==> src/rtl/fetch_control_unit.sv <==
// fetch_control_unit: drives PC enable/load/NOP-insert for the fetch stage (boot, flush, interrupt entry).
// Optional interrupt support is enabled by defining FETCH_CTRL_INT_EN.
`default_nettype none

module fetch_control_unit #(
  parameter logic [15:0] RESET_VECTOR = 16'h0020,
  parameter logic [15:0] INT_VECTOR   = 16'h0000,
  parameter int          FLUSH_CYCLES = 1
) (
  input  logic        clk,
  input  logic        reset,
  input  logic        redirect_valid,
  input  logic [15:0] redirect_target,
  input  logic        stall,
  input  logic        int_req,
  input  logic [31:0] fetch_pc,
  output logic        pc_enable,
  output logic        pc_write,
  output logic [15:0] pc_write_back_value,
  output logic        clear_instruction,
  output logic        int_ack,
  output logic [31:0] int_return_pc,
  output logic        busy
);

  localparam int          CNT_W      = 3;
  localparam logic [CNT_W-1:0] FLUSH_LOAD = CNT_W'(FLUSH_CYCLES - 1);

  typedef enum logic [2:0] {
    S_BOOT     = 3'd0,
    S_RUN      = 3'd1,
    S_FLUSH    = 3'd2,
    S_INT_SAVE = 3'd3,
    S_INT_JUMP = 3'd4
  } state_t;

  state_t           state, state_next;
  logic [CNT_W-1:0] flush_cnt, flush_cnt_next;

  always_ff @(posedge clk or negedge reset) begin
    if (!reset) begin
      state     <= S_BOOT;
      flush_cnt <= '0;
    end else begin
      state     <= state_next;
      flush_cnt <= flush_cnt_next;
    end
  end

`ifdef FETCH_CTRL_INT_EN
  logic [31:0] ret_pc, ret_pc_next;

  always_ff @(posedge clk or negedge reset) begin
    if (!reset) begin
      ret_pc <= '0;
    end else begin
      ret_pc <= ret_pc_next;
    end
  end

  assign int_return_pc = ret_pc;
`else
  logic unused_int_inputs;
  assign unused_int_inputs = ^{int_req, fetch_pc};
  assign int_return_pc     = '0;
`endif

  always_comb begin
    state_next          = state;
    flush_cnt_next      = flush_cnt;
    pc_enable           = 1'b0;
    pc_write            = 1'b0;
    pc_write_back_value = '0;
    clear_instruction   = 1'b0;
    int_ack             = 1'b0;
    busy                = (state != S_RUN);
`ifdef FETCH_CTRL_INT_EN
    ret_pc_next         = ret_pc;
`endif

    case (state)
      S_BOOT: begin
        pc_write            = 1'b1;
        pc_write_back_value = RESET_VECTOR;
        pc_enable           = 1'b1;
        clear_instruction   = 1'b1;
        state_next          = S_RUN;
      end

      // RUN and FLUSH share the redirect path; a redirect in FLUSH restarts the window.
      S_RUN, S_FLUSH: begin
        pc_enable         = 1'b1;
        clear_instruction = (state == S_FLUSH);
        if (redirect_valid) begin
          pc_write            = 1'b1;
          pc_write_back_value = redirect_target;
          clear_instruction   = 1'b1;
          if (FLUSH_CYCLES > 1) begin
            flush_cnt_next = FLUSH_LOAD;
            state_next     = S_FLUSH;
          end else begin
            state_next     = S_RUN;
          end
        end else if (state == S_FLUSH) begin
          if (flush_cnt <= CNT_W'(1)) begin
            flush_cnt_next = '0;
            state_next     = S_RUN;
          end else begin
            flush_cnt_next = flush_cnt - CNT_W'(1);
          end
        end
`ifdef FETCH_CTRL_INT_EN
        else if (int_req) begin
          pc_enable         = 1'b0;
          clear_instruction = 1'b1;
          int_ack           = 1'b1;
          ret_pc_next       = fetch_pc;
          state_next        = S_INT_SAVE;
        end
`endif
        else if (stall) begin
          pc_enable = 1'b0;
        end
      end

`ifdef FETCH_CTRL_INT_EN
      // An older branch resolving during entry becomes the return address.
      S_INT_SAVE: begin
        clear_instruction = 1'b1;
        if (redirect_valid) ret_pc_next = {16'h0000, redirect_target};
        state_next = S_INT_JUMP;
      end

      S_INT_JUMP: begin
        pc_write            = 1'b1;
        pc_write_back_value = INT_VECTOR;
        pc_enable           = 1'b1;
        clear_instruction   = 1'b1;
        if (redirect_valid) ret_pc_next = {16'h0000, redirect_target};
        state_next = S_RUN;
      end
`endif

      default: begin
        state_next = S_BOOT;
      end
    endcase
  end

endmodule

`default_nettype wire

==> config.mk <==
export PLATFORM = sky130hd
export DESIGN_NAME = fetch_control_unit
export DESIGN_NICKNAME = d
export VERILOG_FILES = /design/src/rtl/fetch_control_unit.sv
export SDC_FILE = /design/constraint.sdc
export NUM_CORES = 1
export LEC_CHECK = 0
export ABC_AREA = 1
export CORE_AREA = 2 2 41 43
export CTS_BUF_LIST = sky130_fd_sc_hd__clkbuf_2 sky130_fd_sc_hd__clkbuf_4 sky130_fd_sc_hd__clkbuf_8
export CTS_CLUSTER_DIAMETER = 40
export DETAILED_ROUTE_END_ITERATION = 10
export DIE_AREA = 0 0 43 45
export DONT_BUFFER_PORTS = 1
export GPL_TIMING_DRIVEN = 1
export PLACE_DENSITY_LB_ADDON = 0.25
export SETUP_SLACK_MARGIN = 0.4
export SYNTH_ARGS = -nofsm -noshare
export SYNTH_HDL_FRONTEND = slang
export SYNTH_SLANG_ARGS = --single-unit
==> constraint.sdc <==
create_clock -name clk -period 0.8 [get_ports clk]
set_clock_uncertainty 0.05 [all_clocks]
set_input_delay 0.08 -clock clk [delete_from_list [all_inputs] [get_ports clk]]
set_output_delay 0.08 -clock clk [all_outputs]
set_load 0.1 [all_outputs]
Yosys cells after proc, flatten, opt, wreduce, memory -nomap -nowiden
Index checks and enable logic that the tools add are counted.
- add/sub/neg operators: 1
- $lt $le $gt $ge: 1
- eq/ne operators: 5
- mux-type cells: 15
- bitwise gates (word level): 1
- reduce and logical (&&, ||, !) cells: 4
- operators with widths (kind ; count):
    16-bit case mux with 2 select lines ; 1
    16-bit 2-to-1 mux ; 1
    3-bit 2-to-1 mux ; 4
    3-bit inequality test (second input constant) ; 2
    1-bit case mux with 2 select lines ; 3
    3-bit case mux with 2 select lines ; 1
    1-bit 2-to-1 mux ; 5
    3-bit by 1-bit equality test with 1-bit output (second input constant) ; 1
    3-bit by 2-bit equality test with 1-bit output (second input constant) ; 1
    3-bit by 1-bit <= comparator with 1-bit output (second input constant) ; 1
    3-bit zero test ; 1
    3-bit by 1-bit inequality test with 1-bit output (second input constant) ; 1
    3-bit AND reduction ; 1
    3-bit by 1-bit subtractor with 3-bit output (second input constant) ; 1
    2-bit AND reduction ; 1
    2-bit OR reduction ; 1
    1-bit NOT ; 1
- flip-flop bits (word level): 6
- bits of input ports: 53
- output and inout port bits: 53
- logic and storage cells: 29

Logic depth before layout (Yosys ltp)
Gate-level depths: netlist of the first run.
- depth in word-level cells: 5
- mapped depth: 3
- mapped depth without buffers: 2

Least setup slack after synthesis of the first run
No wires, ideal clock.
- kind: reg2out
- start: register state[0]
- end: output port pc_write_back_value[0]
- arrival time: 1.752 ns
- slack: -1.082 ns
- stages on the path, launching flop included: 3
- cells stage by stage: dfrtp_1 -> nand2_2 -> nor2_1
- longest elaborated chain between the ends: 3
- ends and longest elaborated chain (element ; line ; RTL):
    start: declaration ; 37 ; state_t state, state_next;
    start signal: assignment ; 45 ; state <= state_next;
    3-bit by 2-bit equality test with 1-bit output or 3-bit by 1-bit equality test with 1-bit output (tied branches) ; 81 ; case (state)
    2-bit OR reduction ; 81 ;
    16-bit case mux with 2 select lines * ; 81 ;
    end: declaration ; 19 ; output logic [15:0] pc_write_back_value,
Every way passes the cells marked *; elsewhere a longest branch is shown, timed or not.

Worst setup path after layout of the first run
- start: register state[0]
- end: output port pc_write_back_value[2]
Same word-level chain as after synthesis.

==> out/qor.txt, run 1 <==
status - finished, violations left
failing checks - hold timing, setup timing
Syn Inst Count - 75
most frequent cells in the layout - 34 x conb_1, 21 x buf_12, 16 x inv_1
first drt pass iteration count - 2
Starting DRT DRC Count - 1
vias - 383
Core ar. - 0.00147 sq mm
worst min path class - in2async
Top Registers - state (1)
Final Hold Fails - 1
power per cell area - 1560 mW/mm^2
Cell Area, Placed - 885 sq um
Leakage - 0.466 nW
Critical Path RT - 0.67 ns
# IOs - 106
dpl cells - 111
Ant. Diodes - 0
GRT Total Usage - 0.0813
Final min period - 1.00 ns
Final Cycle Share - 1.26
Tot Pwr - 0.00139 W
sw frac - 0.803
IO Port Bufs - 0
DRC - 0
Largest Register - state
Site Rows - 14
chip height - 45 um
Finished Layout Cells - 111
Peak supply drop - 0.902 mV
routed wire length - 899 um
layout cell share with drive strength beyond 1 - 0.463
clock group share of total power - 0
Starting Density - 0.317
ANT nets after route - 0
area grow syn2layout - 92.0%
flops & latches, synth - 1
Post-CTS Setup Bufs - 0
first-pass GRT wire length - 1290 um
Critical Path Source Type - flop
power share of the sequential group - 0.041
worst setup path start - state[0]
Layout Utilization - 0.609
max cap viols - 0
Mapped Area - 467 sq um
max reg flops - 1
Fmax - 996 MHz
min setup slack post-route - -0.204 ns
die width - 43 um
clock-pin slew on the worst setup and hold paths - 0 ns
Avg Cell Area, Syn - 6.22 sq um
Post-DP HPWL - 920 um
crit path capture type - output pin
largest net degree at the start of global routing - 8
Comb power frac - 0.959
vias in the first global route - 313
Power Internal - 0.000275 W
critical path class - reg2out
Syn. warnings - 0
die area - 0.00194 sq mm
P_sw - 0.00112 W
Post-Layout Inst Area - 896 sq um
final slew viol count - 0
crit path max fanout - 7
most common cell after layout, fill and taps aside - conb_1
initial antenna violation count - 0
vias per cell - 3.45
WP data arrival - 0.87 ns
GP Congestion - 0.606
unrepaired setup endpoints after global routing - true
wire length per cell - 8.10 um
sequential area share after synthesis - 0.0536
Final Setup Violations - 20
grt ovf - 0
nets - 150
Hold Worst Slack - -0.266 ns
synth unique cells - 10
per-layer routing:
layer,share of wire,vias up,routed length (um),track usage
met5,0,-,0,0
li1,-,179,-,-
met2,0.51,46,455,0.139
met1,0.30,158,273,0.111
met3,0.19,0,170,0.0200
met4,0,0,0,0
what timing repair did:
action,4_1_cts,5_1_grt
gates resized for setup,4,0
endpoints found under the setup margin,20,20
pin swaps,2,0
hold endpoints to repair,1,1
metrics by stage:
| stage | worst slack, ns | setup TNS (ns) |
|---|---|---|
| 6_report | -0.204 | -3.71 |
| 5_1_grt | -0.231 | -4.16 |
| 4_1_cts | -0.210 | -3.81 |
| 3_5_place_dp | -0.223 | -3.96 |
| 3_3_place_gp | -0.213 | -3.78 |
| 2_1_floorplan | -0.571 | -8.97 |
cell usage after synthesis, drive strengths merged:
master,number,share of area
buf,35,0.57
conb,2,0.016
dfrtp,1,0.054
inv,17,0.14
nand2,4,0.038
nand3,1,0.011
nor2,15,0.17
kinds of logic (layout without fill, tap and decap cells):
kind of cell / after synthesis / after routing / share of synthesized area
buffers and inverters: 52 / 40 / 0.708
other: 2 / 34 / 0.0161
DFF: 1 / 1 / 0.0536
and+or+nand+nor: 20 / 20 / 0.223
critical path: stages (launching register included):
cell and delay [ns]:
dfrtp_2 0.36, nand2_4 0.08, buf_12 0.15, nor2_4 0.10, buf_12 0.18
final cells by class:
cell class                 count  area, sq um
inverter                      17         63.8
fill                         133          576
timing repair buffer          23          439
tap                           16         20.0
multi-input combinational     54          347
sequential                     1         26.3
how the worst max path moves through the flow:
stage	to	slack [ns]	depth (start not counted)
after global placement	pc_write_back_value[10]	-0.21	4
after detailed placement	pc_write_back_value[10]	-0.22	4
after global routing	pc_write_back_value[12]	-0.23	4
after floorplan	pc_write	-0.57	2
final	pc_write_back_value[2]	-0.20	4
after CTS	pc_write_back_value[2]	-0.21	4
power by group through the flow:
| stage | Combinational (W) | Sequential [W] | Clock [W] |
|---|---|---|---|
| finish | 0.00134 | 0.0000573 | 0 |
| global route | 0.00136 | 0.0000574 | 0 |
| CTS | 0.00134 | 0.0000573 | 0 |
| detailed placement | 0.00133 | 0.0000574 | 0 |
| global placement | 0.00133 | 0.0000571 | 0 |
| floorplan | 0.00124 | 0.0000603 | 0 |
Note: power is estimated with default switching activity, not from simulation.
==> run 2, diff against run 1 <==
ABC_AREA = unset   (was 1)
==> run 2 against run 1 <==
The run still ends with hold timing, setup timing left. Worst hold slack about the same. Die area unchanged. Global-route usage increased by 2.2 points. Combinational power decreased by 4%. Fmax decreased by 4.0%. Sequential power increased by 2%. Synthesized cell count decreased by 23%. Via count decreased by 7.0%. Synthesized area decreased by 5.9%.
==> out/qor.txt, run 2 <==
status - finished, violations left (unchanged)
failing checks - hold timing, setup timing (unchanged)
min setup slack post-route - -0.247 ns (was -0.204 ns)
Layout Utilization - 0.546 (was 0.609)
Critical Path Source Type - flop (unchanged)
Leakage - 0.400 nW (was 0.466 nW)
unrepaired setup endpoints after global routing - true (unchanged)
first drt pass iteration count - 1 (was 2)
worst min path class - in2async (unchanged)
top layer in use - met3 (unchanged)
synth unique cells - 10 (unchanged)
Critical Path RT - 0.67 ns (about the same)
Syn Inst Count - 58 (was 75)
routed wire length - 1070 um (was 899 um)
met2 WL post-DR - 597 um (was 455 um)
Tot Pwr - 0.00134 W (was 0.00139 W)
Cell Area, Placed - 721 sq um (was 885 sq um)
multi-input logic area - 314 sq um (was 347 sq um)
Starting Density - 0.298 (was 0.317)
DRC - 0 (unchanged)
nets - 132 (was 150)
Core ar. - 0.00147 sq mm (unchanged)
grt ovf - 0 (unchanged)
Peak supply drop - 0.905 mV (was 0.902 mV)
flops & latches, synth - 1 (unchanged)
wire length per cell - 11.5 um (was 8.10 um)
Post-DP HPWL - 916 um (was 920 um)
most common cell after layout, fill and taps aside - conb_1 (unchanged)
chip height - 45 um (unchanged)
most frequent cells in the layout - 34 x conb_1, 21 x buf_12, 11 x and3_4 (was 34 x conb_1, 21 x buf_12, 16 x inv_1)
sequential area share after synthesis - 0.0570 (was 0.0536)
EDFF count, synth - 0 (unchanged)
slowest stage delay, CP - 0.41 ns (was 0.36 ns)
die area - 0.00194 sq mm (unchanged)
max reg flops - 1 (unchanged)
Filler Cells Inserted - 126 (was 133)
die width - 43 um (unchanged)
vias in the first global route - 285 (was 313)
Cell Chain, Critical Path - buf_6, and3_2, buf_12 (was nand2_4, buf_12, nor2_4, buf_12)
Fmax - 956 MHz (was 996 MHz)
IO Port Bufs - 0 (unchanged)
largest net degree at the start of global routing - 19 (was 8)
top cell type by total area after synthesis - buf_4 (unchanged)
slowest stage cell on the critical path - dfrtp_2 (unchanged)
wl on met1 - 270 um (was 273 um)
GP Congestion - 0.685 (was 0.606)
Mapped Area - 439 sq um (was 467 sq um)
Final min period - 1.05 ns (was 1.00 ns)
crit path max fanout - 9 (was 7)
vias per cell - 3.83 (was 3.45)
Final Hold Fails - 1 (unchanged)
Synth async-reset ratio - 1.00 (unchanged)
# IOs - 106 (unchanged)
Hold Worst Slack - -0.266 ns (about the same)
Post-synth top cells - 34 x buf_4, 9 x and3_1, 6 x and3_2, 2 x buf_6, 2 x conb_1 (was 34 x buf_4, 17 x inv_1, 10 x nor2_2, 5 x nor2_1, 3 x nand2_1)
area grow syn2layout - 82.9% (was 92.0%)
layout cell share with drive strength beyond 1 - 0.532 (was 0.463)
Avg Cell Area, Syn - 7.57 sq um (was 6.22 sq um)
first-pass GRT wire length - 1550 um (was 1290 um)
Largest Register - state (unchanged)
Ant. Diodes - 0 (unchanged)
max cap viols - 0 (unchanged)
ANT nets after route - 0 (unchanged)
power per cell area - 1670 mW/mm^2 (was 1560 mW/mm^2)
Site Rows - 14 (unchanged)
clock-pin slew on the worst setup and hold paths - 0 ns (about the same)
initial antenna violation count - 0 (unchanged)
final slew viol count - 0 (unchanged)
vias - 356 (was 383)
Final Setup Violations - 20 (unchanged)
Syn. warnings - 0 (unchanged)
WP data arrival - 0.92 ns (was 0.87 ns)
top post-synthesis cells by area - buf_4 58%, and3_1 13%, and3_2 10% (was buf_4 55%, inv_1 14%, nor2_2 13%)
storage element area - 26.3 sq um (unchanged)
Top Registers - state (1) (unchanged)
crit path capture type - output pin (unchanged)
Met3 Routed Length - 203 um (was 170 um)
Starting DRT DRC Count - 0 (was 1)
final setup TNS - -4.24 ns (was -3.71 ns)
Post-Layout Inst Area - 803 sq um (was 896 sq um)
GRT Total Usage - 0.103 (was 0.0813)
Final Cycle Share - 1.31 (was 1.26)
critical path class - reg2out (unchanged)
Synth top area share - 0.581 (was 0.547)
most frequent cell after synthesis - buf_4 (unchanged)
main flop type after synthesis - dfrtp_1 (unchanged)
## run 2: power by group
part	internal, W	switching, W
clock	0	0
sequential	0.0000547	0.00000395
combinational	0.000225	0.00106
total	0.000280	0.00106
## run 2: final cells by class
class / instances / share of cell area
inverters: 1 / 0.00467
multi-input cells: 52 / 0.391
well taps: 16 / 0.0249
flip-flops and latches: 1 / 0.0327
repair buffers: 23 / 0.547
## run 2: cell families (layout without fill, tap and decap cells)
family                 count (synthesis)  count (layout)  synth area share
AO/OA/AOI/OAI                          1               1            0.0228
other                                  2              34            0.0171
flip-flops                             1               1            0.0570
buffers and inverters                 37              24             0.641
AND/OR/NAND/NOR                       17              17             0.262
## run 2: metal layers
metal	global-route usage	vias up
met4	0	0
li1	-	157
met1	0.109	147
met2	0.218	52
met5	0	-
met3	0.0240	0
## run 2: worst paths after layout
check / end / depth (start not counted) / startpoint
worst min-delay path: state[0] / 0 / reset
min in group clk: pc_write_back_value[5] / 2 / redirect_valid
max in group asynchronous: state[0] / 0 / reset
worst max-delay path: pc_write_back_value[15] / 3 / state[0]
## run 2: what timing repair did
| action | 4_1_cts | 5_1_grt |
|---|---|---|
| gates resized for setup | 12 | 1 |
| pin swaps | 0 | 1 |
| setup buffers | 3 | 0 |
| endpoints found under the hold margin | 1 | 1 |
| endpoints found under the setup margin | 20 | 20 |
## run 2: critical path: cells and delay by family, from the launching register on
| kind | cells | cell delay (ns) |
|---|---|---|
| buffers and inverters | 2 | 0.31 |
| flip-flops | 1 | 0.41 |
| AND/OR/NAND/NOR | 1 | 0.19 |
## run 2: through the flow
stage | std cells | setup slack (ns)
5_1_grt | 93 | -0.269
3_3_place_gp | 90 | -0.245
3_5_place_dp | 90 | -0.267
2_1_floorplan | 90 | -0.608
6_report | 93 | -0.247
4_1_cts | 93 | -0.240
==> run 3, diff against run 2 <==
PLACE_DENSITY_LB_ADDON = 0.12   (was 0.25)
==> run 3 against run 2 <==
The flow still finishes with violations (hold timing, setup timing). Cell area up 1.9%. First-iteration DRC count unchanged. Sequential cell count unchanged. Total power up 0.36%. Fmax up 2.4%. Combinational power about the same. Final cell count up 1.1%. Global-route usage down 0.24 points. Critical path type unchanged. Sequential share of layout area down 0.060 points. Via count up 2.5%. Core utilization up 1.0 points. Largest power group unchanged.
==> out/qor.txt, run 3 (same netlist as run 2, synthesis figures left out) <==
Starting Density - 0.298 (unchanged)
Hold Worst Slack - -0.266 ns (about the same)
Post-DP HPWL - 816 um (was 916 um)
min setup slack post-route - -0.222 ns (was -0.247 ns)
DRC - 0 (unchanged)
crit path max fanout - 5 (was 9)
failing checks - hold timing, setup timing (unchanged)
worst min path class - in2async (unchanged)
ANT nets after route - 0 (unchanged)
Final Cycle Share - 1.28 (was 1.31)
final slew viol count - 0 (unchanged)
Starting DRT DRC Count - 0 (unchanged)
Filler Cells Inserted - 133 (was 126)
final setup TNS - -4.12 ns (was -4.24 ns)
worst setup path start - state[0] (unchanged)
first-pass GRT wire length - 1480 um (was 1550 um)
vias per cell - 3.88 (was 3.83)
Largest Register - state (unchanged)
Top Registers - state (1) (unchanged)
Critical Path RT - 0.67 ns (about the same)
Core ar. - 0.00147 sq mm (unchanged)
most frequent cells in the layout - 34 x conb_1, 20 x buf_12, 15 x and3_4 (was 34 x conb_1, 21 x buf_12, 11 x and3_4)
area grow syn2layout - 86.3% (was 82.9%)
vias - 365 (was 356)
pre-CTS WS - -0.259 ns (was -0.267 ns)
layout cell share with drive strength beyond 1 - 0.551 (was 0.532)
Final Setup Violations - 20 (unchanged)
Site Rows - 14 (unchanged)
crit path capture type - output pin (unchanged)
first drt pass iteration count - 1 (unchanged)
Peak supply drop - 1.02 mV (was 0.905 mV)
# IOs - 106 (unchanged)
Leakage - 0.397 nW (was 0.400 nW)
GRT Total Usage - 0.101 (was 0.103)
status - finished, violations left (unchanged)
Fmax - 978 MHz (was 956 MHz)
critical path class - reg2out (unchanged)
routed wire length - 1090 um (was 1070 um)
grt ovf - 0 (unchanged)
vias in the first global route - 314 (was 285)
max reg flops - 1 (unchanged)
initial antenna violation count - 0 (unchanged)
wire length per cell - 11.6 um (was 11.5 um)
Final Hold Fails - 1 (unchanged)
chip height - 45 um (unchanged)
Finished Layout Cells - 94 (was 93)
GP Congestion - 0.678 (was 0.685)
Ant. Diodes - 0 (unchanged)
IO Port Bufs - 0 (unchanged)
dpl cells - 90 (unchanged)
die width - 43 um (unchanged)
Critical Path Source Type - flop (unchanged)
Layout Utilization - 0.556 (was 0.546)
unrepaired setup endpoints after global routing - true (unchanged)
largest net degree at the start of global routing - 19 (unchanged)
clock-pin slew on the worst setup and hold paths - 0 ns (about the same)
most common cell after layout, fill and taps aside - conb_1 (unchanged)
die area - 0.00194 sq mm (unchanged)
WP data arrival - 0.89 ns (was 0.92 ns)
nets - 133 (was 132)
power per cell area - 1640 mW/mm^2 (was 1670 mW/mm^2)
Final min period - 1.02 ns (was 1.05 ns)
max cap viols - 0 (unchanged)
-- run 3: cell types whose count changed in the layout (fill, tap and decap cells not counted) --
cell | before | now
inv_2 | 0 | 1
inv_1 | 1 | 0
a21bo_4 | 1 | 0
buf_6 | 1 | 4
buf_12 | 21 | 20
buf_4 | 1 | 0
a21bo_2 | 0 | 1
and3_4 | 11 | 15
and3_2 | 4 | 0
-- run 3: through the flow --
| step | hold slack (ns) | total power (W) | instance area (sq um) |
|---|---|---|---|
| 6_report | -0.266 | 0.00134 | 818 |
| 5_1_grt | -0.266 | 0.00137 | 818 |
| 4_1_cts | -0.266 | 0.00134 | 818 |
| 3_5_place_dp | -0.266 | 0.00130 | 721 |
| 3_3_place_gp | -0.266 | 0.00129 | 721 |
| 2_1_floorplan | -0.266 | 0.00124 | 578 |
-- run 3: routing by layer --
| layer | track usage | routed length (um) | vias to the layer above |
|---|---|---|---|
| li1 | - | - | 158 |
| met1 | 0.0969 | 284 | 159 |
| met2 | 0.212 | 579 | 48 |
| met3 | 0.0400 | 223 | 0 |
| met4 | 0 | 0 | 0 |
| met5 | 0 | 0 | - |
-- run 3: layout make-up --
class                           instances  area [sq um]  share of cell area
Sequential cell                         1          26.3              0.0321
Tap cell                               16          20.0              0.0245
Inverter                                1          3.75             0.00459
Multi-Input combinational cell         52           323               0.394
Timing Repair Buffer                   24           445               0.544
-- run 3: power breakdown --
part | leakage [nW] | internal, W | switching (W)
Sequential | 0.0107 | 0.0000547 | 0.00000506
Combinational | 0.386 | 0.000229 | 0.00106
Clock | 0 | 0 | 0
-- run 3: critical path: stages, from the launching register on --
cell and delay [ns]:
dfrtp_2 0.40, buf_6 0.13, and3_4 0.19, buf_12 0.17
-- run 3: worst max-delay path by stage --
stage	endpoint	depth (start not counted)
finish	pc_write_back_value[6]	3
global route	pc_write_back_value[6]	3
CTS	pc_write_back_value[3]	3
detailed placement	pc_write_back_value[5]	2
global placement	pc_write_back_value[5]	2
floorplan	pc_enable	2
-- run 3: repair_timing --
action,in CTS,in global routing
pin swaps,1,0
endpoints found under the setup margin,20,20
setup buffers,3,0
gates resized for setup,20,1
endpoints found under the hold margin,1,1
cloned,1,0
